### src/rtl/matrix_key_scan.sv
// 4x4 key matrix scanner: row drive, column sync, 16-key debounce and
// single-cycle press events with a {row,col} key code.
//
// Ports:
//   clk        system clock
//   rst_n      asynchronous active-low reset
//   row[3:0]   row drive, active-low one-hot
//   col[3:0]   column sense, active-low, asynchronous
//   key_valid  one-cycle pulse per accepted key press
//   key_code   code of the last reported key, {row_idx, col_idx}
//   key_down   high while the debounced image has a pressed key
module matrix_key_scan #(
   parameter int SCAN_DIV   = 50000,
   parameter int DEBOUNCE_N = 5
) (
   input  logic       clk,
   input  logic       rst_n,
   output logic [3:0] row,
   input  logic [3:0] col,
   output logic       key_valid,
   output logic [3:0] key_code,
   output logic       key_down
);

   localparam int DW = $clog2(SCAN_DIV);
   localparam int CW = $clog2(DEBOUNCE_N + 1);
   localparam logic [DW-1:0] DIV_LAST = DW'(SCAN_DIV - 1);
   localparam logic [CW-1:0] CNT_MAX  = CW'(DEBOUNCE_N);

   typedef enum logic {
      S_RELEASED,
      S_PRESSED
   } state_t;

   logic [3:0]    r_sync1;
   logic [3:0]    r_col_s;
   logic [DW-1:0] r_div_cnt;
   logic [1:0]    r_row_idx;
   logic [15:0]   r_frame;
   logic [15:0]   r_last_frame;
   logic [CW-1:0] r_stable_cnt;
   state_t        r_state;
   logic          r_key_valid;
   logic [3:0]    r_key_code;

   logic          w_tick;
   logic          w_frame_done;
   logic [15:0]   w_frame_next;
   logic [CW-1:0] w_cnt_next;
   logic          w_stable;
   logic          w_any;
   logic          w_single;
   logic [3:0]    w_idx;
   state_t        w_state_next;
   logic          w_fire;

   // Two-flop synchronizer; idles high like the pulled-up columns.
   always_ff @(posedge clk or negedge rst_n) begin
      if (!rst_n) begin
         r_sync1 <= 4'hF;
         r_col_s <= 4'hF;
      end else begin
         r_sync1 <= col;
         r_col_s <= r_sync1;
      end
   end

   assign w_tick       = (r_div_cnt == DIV_LAST);
   assign w_frame_done = w_tick && (r_row_idx == 2'd3);

   always_ff @(posedge clk or negedge rst_n) begin
      if (!rst_n) begin
         r_div_cnt <= '0;
         r_row_idx <= 2'd0;
      end else if (w_tick) begin
         r_div_cnt <= '0;
         r_row_idx <= r_row_idx + 2'd1;
      end else begin
         r_div_cnt <= r_div_cnt + DW'(1);
      end
   end

   assign row = ~(4'b0001 << r_row_idx);

   // Frame image with the current row's nibble replaced by this slot's
   // sample; on the row-3 tick this is the completed frame.
   always_comb begin
      w_frame_next = r_frame;
      w_frame_next[{r_row_idx, 2'b00} +: 4] = ~r_col_s;
   end

   always_comb begin
      if (w_frame_next == r_last_frame) begin
         w_cnt_next = (r_stable_cnt == CNT_MAX) ?
                      CNT_MAX : r_stable_cnt + CW'(1);
      end else begin
         w_cnt_next = CW'(1);
      end
   end

   assign w_stable = w_frame_done && (w_cnt_next == CNT_MAX);

   always_ff @(posedge clk or negedge rst_n) begin
      if (!rst_n) begin
         r_frame      <= '0;
         r_last_frame <= '0;
         r_stable_cnt <= '0;
      end else begin
         if (w_tick) begin
            r_frame <= w_frame_next;
         end
         if (w_frame_done) begin
            r_last_frame <= w_frame_next;
            r_stable_cnt <= w_cnt_next;
         end
      end
   end

   // Exactly-one-bit test: clearing the lowest set bit leaves zero.
   assign w_any    = |w_frame_next;
   assign w_single = w_any &&
                     ((w_frame_next & (w_frame_next - 16'd1)) == 16'd0);

   // Bit index equals {row_idx, col_idx} because nibble r holds row r.
   always_comb begin
      w_idx = 4'd0;
      for (int i = 0; i < 16; i++) begin
         if (w_frame_next[i]) w_idx = 4'(i);
      end
   end

   always_comb begin
      w_state_next = r_state;
      w_fire       = 1'b0;
      if (w_stable) begin
         unique case (r_state)
            S_RELEASED: begin
               if (w_any) w_state_next = S_PRESSED;
               w_fire = w_single;
            end
            S_PRESSED: begin
               if (!w_any) w_state_next = S_RELEASED;
            end
         endcase
      end
   end

   always_ff @(posedge clk or negedge rst_n) begin
      if (!rst_n) begin
         r_state     <= S_RELEASED;
         r_key_valid <= 1'b0;
         r_key_code  <= 4'd0;
      end else begin
         r_state     <= w_state_next;
         r_key_valid <= w_fire;
         if (w_fire) r_key_code <= w_idx;
      end
   end

   assign key_valid = r_key_valid;
   assign key_code  = r_key_code;
   assign key_down  = (r_state == S_PRESSED);

endmodule

### config.mk
export PLATFORM = sky130hd
export DESIGN_NAME = matrix_key_scan
export DESIGN_NICKNAME = d
export VERILOG_FILES = /design/src/rtl/matrix_key_scan.sv
export SDC_FILE = /design/constraint.sdc
export NUM_CORES = 1
export LEC_CHECK = 0
export ABC_CLOCK_PERIOD_IN_PS = 3200
export CAP_MARGIN = 5
export CORE_MARGIN = 2
export CORE_UTILIZATION = 57
export CTS_BUF_LIST = sky130_fd_sc_hd__clkbuf_4 sky130_fd_sc_hd__clkbuf_8
export DETAILED_ROUTE_END_ITERATION = 10
export GPL_ROUTABILITY_DRIVEN = 0
export PLACE_DENSITY_LB_ADDON = 0.05
export SYNTH_ARGS = -nofsm -noshare
export SYNTH_HDL_FRONTEND = slang
export SYNTH_SLANG_ARGS = --single-unit
### constraint.sdc
create_clock -name clk -period 3.2 [get_ports clk]
set_input_delay 0.32 -clock clk [delete_from_list [all_inputs] [get_ports clk]]
set_output_delay 0.32 -clock clk [all_outputs]
set_load 0.01 [all_outputs]
==> flow_metrics.tcl, run 1 <==
set metrics [dict create \
    arrival_ns 3.25 \
    overflow 0 \
    drive_above_1_share 0.188 \
    slew_violations 0 \
    finalCritPeriodShare 0.946 \
    leakagePower_uw 0.00197 \
    cts-root-buf "clkbuf_8" \
    fin_setup_tns_ns 0 \
    critPathKind "reg2reg" \
    die_height_um 88.3 \
    drv_cap 0 \
    grt_max_degree 68 \
    outcome "finished clean" \
    insertion_delay_ns 0.34 \
    io_buffers 15 \
    power_density_nw_per_um2 335 \
    htree_levels 3 \
    seq_area_frac_synth 0.416 \
    start_kind "flip-flop" \
    min_path_type "in2async" \
    tightest_slew_ns 0.818 \
    syn_area_um2 4060 \
    ir_drop_mv 0.301 \
    design_area_um2 4710 \
    fin_crit_ns 3.03 \
    synth_area_per_cell_um2 9.28 \
    synth_warnings 0 \
    num_rows 30 \
    syn-instance-count 437 \
    hold_violations 0 \
    grt_use_total 0.294 \
    crit_chain "inv_2, ha_1, buf_4, nor2b_1, a31o_2, o22ai_1, nor4_2, nand4_1, nor4b_4, mux2_1" \
    cts_setup_buffers 0 \
    cts_tree "done" \
    setup_viol 0 \
    fin_hold_ws_ns 0.168 \
    grt_pass1_wl_um 17400 \
    worst-path-max-fanout 8 \
    dr.pass1.iters 4 \
    clk_pin_slew_ns 0.08 \
    maxSlewHeadroom 0.454 \
    start_util 0.594 \
    drc 0 \
    cp.required_ns 3.43 \
    wl_per_cell_um 18.4 \
    critPathBufInv 2 \
    place_hpwl_um 7750 \
    fin_nets 485 \
    synth_nets 449 \
    postCtsHoldBufs 0 \
    vias_per_cell 6.28 \
    yosysUniqueCellTypes 70 \
    skew_ns 0.00811 \
    cpPeakStageDelay_ns 0.44 \
    wl_um 10500 \
    placed_area_um2 4460 \
    layout_commonest_cell "dfrtp_1" \
    rsz0062_at_grt "no" \
    ant_nets 0 \
    synthToLayoutAreaGrowth_pct 16.1 \
    grt_pass1_vias 3514 \
    diodes 0 \
    io_pins 16 \
    critPathSlowestCell "nor2b_1" \
    final_cell_mix "dfrtp_1, nand2_1, o21ai_0, buf_4, nor2_1" \
    fillCellCount 535 \
    synthFlopType "dfrtp_1" \
    design.core.area_um2 6830 \
    clockBufferDepth 2 \
    async_flop_share 1.00 \
    cp_top_family "simple AND/OR/NAND/NOR gates" \
    cts_buffers 9 \
    synth_edf_count 0 \
    drtIter0Drc 261 \
    fmax_mhz 330 \
    ys_seq_elements 67 \
    via_count 3605 \
    antenna_found_initial 0 \
    cts.sink_count 67 \
    cp-end-kind "flip-flop" \
    die_w_um 88.3 \
    dieArea_um2 7800 \
]
[power by group]
group          internal, uW  leakage (uW)  switching (uW)  total (uW)
logic                  22.2      0.000984            36.7        58.9
clock network           314     0.0000894             339         653
registers               856      0.000894            8.06         864
total                  1190       0.00197             384        1580
[synth_stat cells (all sizes together) (6+ instances only)]
cell,n,area share
nor2b,11,0.017
dfstp,8,0.052
nor2,24,0.023
o21ai,38,0.047
buf,8,0.013
xor2,10,0.022
o211ai,6,0.011
nand2b,13,0.020
xnor2,10,0.022
clkbuf,11,0.010
and2,6,0.0093
nand2,56,0.052
a211oi,9,0.017
dfrtp,59,0.36
nor4,12,0.023
ha,6,0.019
nor4b,7,0.020
nand3,10,0.012
and3,9,0.014
inv,11,0.010
a21oi,22,0.028
[sequential cells by signal (all words and copies together) (netlist names)]
| signal | count |
|---|---|
| key_code | 4 |
| r_frame | 16 |
| key_valid | 1 |
| r_col_s | 4 |
| r_last_frame | 16 |
| key_down | 1 |
| r_sync1 | 4 |
| r_row_idx | 2 |
| r_div_cnt | 16 |
| r_stable_cnt | 3 |
[stage by stage]
| stage | worst slack (ns) | total power [uW] | util | instances |
|---|---|---|---|---|
| 6_report | 0.171 | 1580 | 0.689 | 574 |
| 5_1_grt | 0.00441 | 1630 | 0.689 | 574 |
| 3_3_place_gp | 0.130 | 936 | 0.653 | 558 |
| 3_5_place_dp | 0.0388 | 937 | 0.653 | 558 |
| 4_1_cts | 0.0197 | 1580 | 0.680 | 574 |
| 2_1_floorplan | 0.00556 | 900 | - | 437 |
[worst paths after layout]
| check | from | end | slack [ns] | depth (start not counted) |
|---|---|---|---|---|
| worst max-delay path | r_row_idx[0] | key_code[3] | 0.17 | 10 |
| worst min-delay path | rst_n | r_last_frame[15] | 0.17 | 2 |
| worst max register to register | r_row_idx[0] | key_code[3] | 0.17 | 10 |
| worst min register to register | r_sync1[3] | r_col_s[3] | 0.36 | 0 |
| max in group asynchronous | rst_n | r_last_frame[0] | 2.51 | 2 |
| min in group clk | r_sync1[3] | r_col_s[3] | 0.36 | 0 |
[repair_timing]
| action | CTS | global route |
|---|---|---|
| endpoints found under the hold margin | 0 | 0 |
| setup endpoints to repair | 0 | 5 |
| resized for setup | 0 | 14 |
[cells by family after synthesis]
family / synth area share
AOI/OAI and AO/OA: 0.189
xor gates and xnor gates: 0.0432
adders and majority gates: 0.0234
buffers and inverters: 0.0333
DFF: 0.416
muxes: 0.0213
and+or+nand+nor: 0.274
[layer usage]
| layer | GRT usage | share of wire |
|---|---|---|
| met1 | 0.391 | 0.45 |
| met2 | 0.452 | 0.45 |
| met3 | 0.0644 | 0.063 |
| met4 | 0.156 | 0.037 |
| met5 | 0 | 0 |
[area by class of cell]
class | instances | area [um^2] | area share
clock inverters | 5 | 37.5 | 0.00797
repair buffers | 44 | 363 | 0.0771
inverters | 11 | 41.3 | 0.00877
clock buffers | 11 | 145 | 0.0308
well taps | 96 | 120 | 0.0255
flip-flops and latches | 67 | 1690 | 0.358
multi-input cells | 340 | 2310 | 0.491
Power figures use the tool's default switching activity.
==> inputs of run 2 (changes only) <==
--- a/config.mk
+++ b/config.mk
@@ -7,7 +7,6 @@
 export LEC_CHECK = 0
 export ABC_CLOCK_PERIOD_IN_PS = 3200
 export CAP_MARGIN = 5
-export CORE_MARGIN = 2
 export CORE_UTILIZATION = 57
 export CTS_BUF_LIST = sky130_fd_sc_hd__clkbuf_4 sky130_fd_sc_hd__clkbuf_8
 export DETAILED_ROUTE_END_ITERATION = 10
==> run 2 against run 1 <==
Against the previous run: the run now ends with hold timing left; clock-buffer cell count grew 1; via count increased by 0.28%; combinational power rose by 2%; cell area grew 3.3%; largest power group unchanged.
==> flow_metrics.tcl, run 2 (same netlist as run 1, synthesis figures left out) <==
set metrics [dict create \
    outcome "complete, but fails checks" \
    violations "hold timing" \
    wl_met1_um 4780 \
    num_rows 30 \
    worst-path-max-fanout 12 \
    fin_hold_ws_ns -0.00265 \
    cp-end-kind "flip-flop" \
    wl_um 10900 \
    leakagePower_uw 0.00203 \
    top_regs "r_div_cnt x16, r_frame x16, r_last_frame x16" \
    cpPeakStageDelay_ns 0.52 \
    fmax_mhz 320 \
    antenna_found_initial 0 \
    layout_commonest_cell "dfrtp_1" \
    hold_violations 10 \
    grt_pass1_vias 3466 \
    drtIter0Drc 364 \
    cts_tree "done" \
    cts-root-buf "clkbuf_8" \
    skew_ns 0.0121 \
    tightest_slew_ns 0.656 \
    start_util 0.594 \
    drv_cap 0 \
    maxSlewHeadroom 0.563 \
    via_count 3615 \
    clk_pin_slew_ns 0.08 \
    critPathKind "reg2reg" \
    fin_nets 490 \
    cp.required_ns 3.43 \
    slew_violations 0 \
    drc 0 \
    die_w_um 86.3 \
    dieArea_um2 7460 \
    overflow 0 \
    io_buffers 15 \
    grt_use_total 0.306 \
    clockBufferDepth 2 \
    design.core.area_um2 6830 \
    dpl.cell_count 558 \
    setup_viol 0 \
    dr.pass1.iters 5 \
    synthToLayoutAreaGrowth_pct 19.9 \
    drive_above_1_share 0.207 \
    routed.top_layer "met4" \
    critPathSlowestCell "or4b_1" \
    grt_max_degree 41 \
    finalCritPeriodShare 0.977 \
    cts.sink_count 67 \
    crit_chain "inv_2, ha_4, buf_4, or4b_1, o211ai_1, o211ai_1, nor4_2, nand4_1, nor4b_4, mux2_1" \
    insertion_delay_ns 0.36 \
    fin_total_pwr_uw 1750 \
    die_height_um 86.3 \
    arrival_ns 3.35 \
    fin_crit_ns 3.13 \
    place_hpwl_um 7870 \
    stdcell_count 579 \
    power_density_nw_per_um2 359 \
    ir_drop_mv 0.377 \
    routed-wl-met2_um 4980 \
    met3WireLength_um 812 \
    grt_pass1_wl_um 17400 \
    crit_top_cell "o211ai_1" \
    cts_buffers 9 \
    start_kind "flip-flop" \
    diodes 0 \
    vias_per_cell 6.24 \
    ant_nets 0 \
    final_cell_mix "dfrtp_1, nand2_1, o21ai_0, buf_4, nor2_1" \
    wl_per_cell_um 18.8 \
    rsz0062_at_grt "yes" \
    htree_levels 3 \
    postCtsHoldBufs 0 \
    io_pins 16 \
    min_path_type "in2async" \
]
run 2: cell count changes in the layout (fill, tap and decap cells not counted), sizes merged:
cell and change:
clkbuf +1, clkinvlp -2, inv -1, bufinv +2, nor3b +1, buf +4
run 2: report_power, final:
| part | switching (uW) | internal [uW] | leakage, uW |
|---|---|---|---|
| combinational | 37.3 | 22.9 | 0.00101 |
| sequential | 9.55 | 856 | 0.000894 |
| clock | 331 | 490 | 0.000120 |
run 2: final cells by class:
type,instances,area (um^2)
Clock inverter,4,73.8
Timing Repair Buffer,48,405
Tap cell,96,120
Multi-Input combinational cell,341,2380
Sequential cell,67,1690
Inverter,11,41.3
Clock buffer,12,159
Fill cell,538,1970
run 2: layer usage:
metal | vias to the layer above | track usage
li1 | 1692 | -
met1 | 1726 | 0.428
met2 | 165 | 0.464
met3 | 32 | 0.0562
met4 | 0 | 0.138
met5 | - | 0
run 2: through the flow:
step	util	worst slack (ns)	instance area [um^2]	setup TNS [ns]	hold WS, ns
after floorplan	-	0.00556	4080	0	0.0244
after global placement	0.655	0.112	4470	0	0.345
after detailed placement	0.655	-0.0762	4470	-0.124	0.348
after CTS	0.690	0.0144	4710	0	0.0187
after global routing	0.712	-0.0150	4860	-0.0210	0.0440
final	0.712	0.0743	4860	0	-0.00265
run 2: timing repair:
| action | CTS | global route |
|---|---|---|
| endpoints found under the setup margin | 2 | 5 |
| pin swaps | 1 | 9 |
| gates cloned | 0 | 1 |
| gates resized for setup | 1 | 21 |
| buffers inserted | 0 | 4 |
run 2: path summary, 6_finish.rpt:
check                                    to  slack (ns)  cells past startpoint          from
worst max-delay path            key_code[3]        0.07                     10  r_row_idx[0]
worst min-delay path              key_valid      -0.003                      1         rst_n
worst max register to register  key_code[3]        0.07                     10  r_row_idx[0]
worst min register to register   r_col_s[3]        0.36                      0    r_sync1[3]
max in group asynchronous        r_col_s[0]        2.52                      2         rst_n
min in group clk                 r_col_s[3]        0.36                      0    r_sync1[3]
run 2: worst max-delay path, delay by kind of cell (launching register included):
kind / cells / cell delay [ns]
AO/OA/AOI/OAI: 2 / 0.43
AND/OR/NAND/NOR: 4 / 1.36
multiplexers: 1 / 0.37
buffers and inverters: 2 / 0.27
adder cells (fa/ha/maj): 1 / 0.21
flip-flops: 1 / 0.36
